[config.mk]
export PLATFORM = sky130hd
export DESIGN_NAME = serial_word_subtractor
export DESIGN_NICKNAME = d
export VERILOG_FILES = /design/src/rtl/serial_word_subtractor.sv
export SDC_FILE = /design/constraint.sdc
export NUM_CORES = 1
export LEC_CHECK = 0
export CORE_UTILIZATION = 52
export DETAILED_ROUTE_END_ITERATION = 7
export DONT_BUFFER_PORTS = 1
export PLACE_DENSITY_LB_ADDON = 0.25
export RECOVER_POWER = 100
export SETUP_SLACK_MARGIN = 0.02
export SYNTH_ARGS = -nofsm -noshare
export SYNTH_HDL_FRONTEND = slang
export SYNTH_SLANG_ARGS = --single-unit
[constraint.sdc]
create_clock -name clk -period 4.2 [get_ports clk]
set_input_delay 0.63 -clock clk [delete_from_list [all_inputs] [get_ports clk]]
set_output_delay 0.63 -clock clk [all_outputs]
set_load 0.01 [all_outputs]
[src/rtl/serial_word_subtractor.sv]
// Byte-serial word subtractor sequencer: drives an external combinational byte
// subtractor one slice per clock (LSB first) and assembles the result and flags.
module serial_word_subtractor #(
  parameter int WORD_WIDTH = 32,
  parameter int DATA_WIDTH = 8
) (
  input  logic                  clk,
  input  logic                  reset_n,
  input  logic                  start,
  input  logic [WORD_WIDTH-1:0] word_a,
  input  logic [WORD_WIDTH-1:0] word_b,
  input  logic                  word_borrow_in,
  output logic [DATA_WIDTH-1:0] byte_a,
  output logic [DATA_WIDTH-1:0] byte_b,
  output logic                  byte_borrow_in,
  output logic                  byte_start,
  input  logic [DATA_WIDTH-1:0] byte_diff,
  input  logic                  byte_borrow_out,
  output logic [WORD_WIDTH-1:0] word_diff,
  output logic                  word_borrow_out,
  output logic                  word_zero,
  output logic                  word_overflow,
  output logic                  busy,
  output logic                  done
);

  localparam int NUM_BYTES = WORD_WIDTH / DATA_WIDTH;
  localparam int IDX_W     = (NUM_BYTES > 1) ? $clog2(NUM_BYTES) : 1;

  localparam logic [0:0] ST_IDLE = 1'b0;
  localparam logic [0:0] ST_RUN  = 1'b1;

  logic [0:0]            state;
  logic [IDX_W-1:0]      idx;
  logic                  borrow_reg;
  logic [WORD_WIDTH-1:0] a_reg;
  logic [WORD_WIDTH-1:0] b_reg;

  logic last_slice;
  logic lower_zero;

  assign last_slice = (state == ST_RUN) && (idx == IDX_W'(NUM_BYTES - 1));
  // word_diff is cleared on start, so the lower slices hold exactly the bytes captured so far.
  assign lower_zero = (word_diff[WORD_WIDTH-DATA_WIDTH-1:0] == '0);

  // Slice presentation to the byte subtractor; the borrow comes only from borrow_reg.
  always_comb begin
    // NOTE: every output gets a default first so no path leaves it unassigned (no latch).
    byte_a         = '0;
    byte_b         = '0;
    byte_borrow_in = 1'b0;
    byte_start     = 1'b0;
    if (state == ST_RUN) begin
      byte_a         = a_reg[idx*DATA_WIDTH +: DATA_WIDTH];
      byte_b         = b_reg[idx*DATA_WIDTH +: DATA_WIDTH];
      byte_borrow_in = borrow_reg;
      byte_start     = 1'b1;
    end
  end

  always_ff @(posedge clk) begin
    // NOTE: non-blocking assignments so every register samples pre-edge values.
    if (!reset_n) begin
      state           <= ST_IDLE;
      idx             <= '0;
      borrow_reg      <= 1'b0;
      a_reg           <= '0;
      b_reg           <= '0;
      word_diff       <= '0;
      word_borrow_out <= 1'b0;
      word_zero       <= 1'b0;
      word_overflow   <= 1'b0;
      busy            <= 1'b0;
      done            <= 1'b0;
    end else begin
      done <= 1'b0;
      if (state == ST_IDLE) begin
        if (start) begin
          a_reg           <= word_a;
          b_reg           <= word_b;
          borrow_reg      <= word_borrow_in;
          idx             <= '0;
          word_diff       <= '0;
          word_borrow_out <= 1'b0;
          word_zero       <= 1'b0;
          word_overflow   <= 1'b0;
          busy            <= 1'b1;
          state           <= ST_RUN;
        end
      end else begin
        word_diff[idx*DATA_WIDTH +: DATA_WIDTH] <= byte_diff;
        borrow_reg <= byte_borrow_out;
        idx        <= idx + 1'b1;
        if (last_slice) begin
          word_borrow_out <= byte_borrow_out;
          word_zero       <= lower_zero && (byte_diff == '0);
          // Signed overflow: operands differ in sign and result sign differs from minuend.
          word_overflow   <= (a_reg[WORD_WIDTH-1] != b_reg[WORD_WIDTH-1]) &&
                             (byte_diff[DATA_WIDTH-1] != a_reg[WORD_WIDTH-1]);
          done            <= 1'b1;
          busy            <= 1'b0;
          idx             <= '0;
          state           <= ST_IDLE;
        end
      end
    end
  end

endmodule

==> run_results.csv <==
group,metric,value,unit
setup_path,critPathTopFamily,"buffers and inverters",
job,max-cap-violations,0,
drt,avgViaCountPerCell,5.76,
drt,wl,10.2,mm
timing,rsz0062_at_grt,"no",
cts,numClockSinks,105,
yosys,syn_area_per_cell,9.45,µm²
setup_path,critPathArrivalTime,2.21,ns
yosys,syn_nets,568,
yosys,ys_seq_area_frac,0.458,
yosys,ys_warn_count,0,
floorplanning,num_rows,33,
drt,met2_length,4.82,mm
cts,clock_latency,0.36,ns
pwr,power.static_leakage,1.65,nW
yosys,syn_inst,486,
timing,final.setup.tns,0,ns
timing,drv_slew,0,
layout,syn_to_final_growth,3.92,%
placement,preCtsSetupSlack,1.82,ns
cts,cts.reportedPaths.clkPinSlew,0.11,ns
pwr,ir_drop,0.218,mV
drt,drc,0,
yosys,syn_area,0.00459,mm²
drt,final_antenna_net_count,0,
setup_path,cp-start-kind,"flip-flop",
yosys,ys_ff_latch,105,
timing,setup_viol,0,
yosys,synth_top_area_cell,"dfxtp_1",
drt,drt_iter0_markers,118,
global_route,grt.overflow.total,0,
drt,wl_per_cell,17.7,µm
setup_path,crit_buf_inv,1,
setup_path,end_kind,"output port",
drt,wl_met3,768,µm
status,status,"finished, final reports clean",
timing,hold_viol,0,
setup_path,slowest_delay,0.88,ns
setup_path,cp_max_fo,23,
layout,drive_above_1_share,0.0704,
cts,htreeDepth,3,
timing,fin_skew,0.0145,ns
min_path,hold_path.class,"primary input to flip-flop",
global_route,grt_pass1_wl,15.6,mm
floorplanning,die_w,96.0,µm
layout,diodes,0,
floorplanning,core,0.00838,mm²
setup_path,required,3.57,ns
timing,fin_ws,1.36,ns
floorplanning,io_pins,132,
setup_path,worstPathCellList,"clkbuf_1 -> and2_0",
cts,ctsHoldBuffers,0,
placement,dp_hpwl,6.92,mm
yosys,yosys-top-cells-area,"dfxtp_1 46%, nand2_1 11%, a21boi_0 6.9%, a22oi_1 5.2%, nor2b_1 5.0%",
floorplanning,dieArea,0.00921,mm²
drt,highest_layer,"met4",
cts,numCtsBuffers,9,
global_route,antenna_found_initial,0,
placement,place_congestion,0.796,
setup_path,cp_slowest_cell,"clkbuf_1",
cts,cts_tree,"built",
cts,ctsResizeCount,0,
layout,fillCellCount,797,
timing,fin_crit_sh,0.675,
global_route,grt_usage,0.224,
cts,cts_setup_buffers,0,
yosys,synth_top_area_share,0.458,
global_route,grt_start_max_net_pins,106,
timing,fmax,353,MHz
layout,layout.nets,546,
global_route,grt_pass1_vias,3146,
yosys,yosysUniqueCellTypes,31,
timing,tightest_slew,1.18,ns
timing,relSlewSlack,0.210,
setup_path,crit_type,"flip-flop to output port",
pwr,power.density,406,mW/mm²
placement,port_buffers,0,
floorplanning,initial_utilization,0.548,
floorplanning,die_h,96.0,µm
drt,via_count,3306,
cts,cts_root_buf,"clkbuf_8",
timing,min_period,2.84,ns
drt,drt-met1-wl,4.50,mm
drt,dr.pass1.iters,4,
cts,clock_path_buffers,2,
-- logic make-up after synthesis --
family,after synthesis,synth area share
muxes,17,0.0864
and+or+nand+nor,211,0.220
AOI/OAI and AO/OA,109,0.176
buffers and inverters,39,0.0469
DFF,105,0.458
adders and majority gates,5,0.0136
-- metal layers --
metal / track usage / vias to the layer above
li1: - / 1625
met1: 0.282 / 1574
met2: 0.370 / 100
met3: 0.0687 / 7
met4: 0.0647 / 0
met5: 0 / -
-- Yosys cell counts --
library cell / instances
nor3_2: 1
or3_1: 2
nand3b_1: 2
a21oi_2: 3
dfxtp_1: 105
a22oi_1: 32
and3_1: 1
a21boi_0: 42
and2_1: 19
nor4_1: 8
mux4_1: 7
nand3_1: 3
o21ai_0: 3
nor2b_1: 37
mux4_2: 9
buf_6: 2
buf_4: 5
nand2b_1: 2
inv_1: 2
a21oi_1: 4
clkbuf_1: 14
or3b_2: 1
a32oi_1: 1
ha_1: 5
nand2_1: 131
and4_1: 3
buf_2: 15
mux2i_1: 1
buf_12: 1
a21boi_1: 24
and4b_1: 1
-- worst reg2reg max path, stage by stage, from the launching register on --
cell,delay (ns)
dfxtp_1,0.64
clkbuf_1,0.88
nand2_1,0.13
nor3_1,0.69
a22oi_1,0.20
nor2b_1,0.14
-- power by group --
group | switching, mW | total, mW | leakage [nW] | internal, mW
registers | 0.0325 | 1.07 | 0.857 | 1.04
clock network | 0.345 | 0.699 | 0.113 | 0.354
logic | 0.0916 | 0.165 | 0.681 | 0.0739
total | 0.469 | 1.94 | 1.65 | 1.47
-- layout by cell type, fill, tap and decap left out, types with 7 or more instances in the layout --
| cell | n |
|---|---|
| dfxtp_1 | 105 |
| mux4_1 | 7 |
| nor4_1 | 8 |
| nor2b_1 | 36 |
| and2_0 | 17 |
| nand2_1 | 131 |
| a21boi_0 | 65 |
| mux4_2 | 9 |
| a22oi_1 | 32 |
| clkbuf_8 | 10 |
-- path summary, 6_finish.rpt --
kind | from | depth (start not counted) | slack [ns] | end
worst max-delay path | state | 2 | 1.36 | byte_a[3]
worst min-delay path | word_b[19] | 2 | 0.39 | b_reg[19]
worst max register to register | state | 5 | 1.48 | word_diff[3]
worst min register to register | b_reg[23] | 2 | 0.46 | b_reg[23]
-- through the flow --
stage | instance area [µm²] | instances | utilization | hold slack (ns) | power [mW]
global route | 4770 | 574 | 0.569 | 0.367 | 2.02
finish | 4770 | 574 | 0.569 | 0.391 | 1.94
floorplan | 4590 | 486 | - | 0.430 | 1.25
detailed placement | 4550 | 558 | 0.543 | 0.443 | 1.27
CTS | 4780 | 574 | 0.571 | 0.369 | 1.96
global placement | 4550 | 558 | 0.543 | 0.439 | 1.26
-- cell type report --
cell class	instances	area, µm²	share of cell area
inverter	2	7.51	0.00157
clock inverter	6	90.1	0.0189
timing repair buffer	4	26.3	0.00551
multi-input combinational	342	2280	0.477
sequential	105	2100	0.441
tap	105	131	0.0275
clock buffer	10	138	0.0288
No activity file was read; power rests on OpenSTA's default activity.
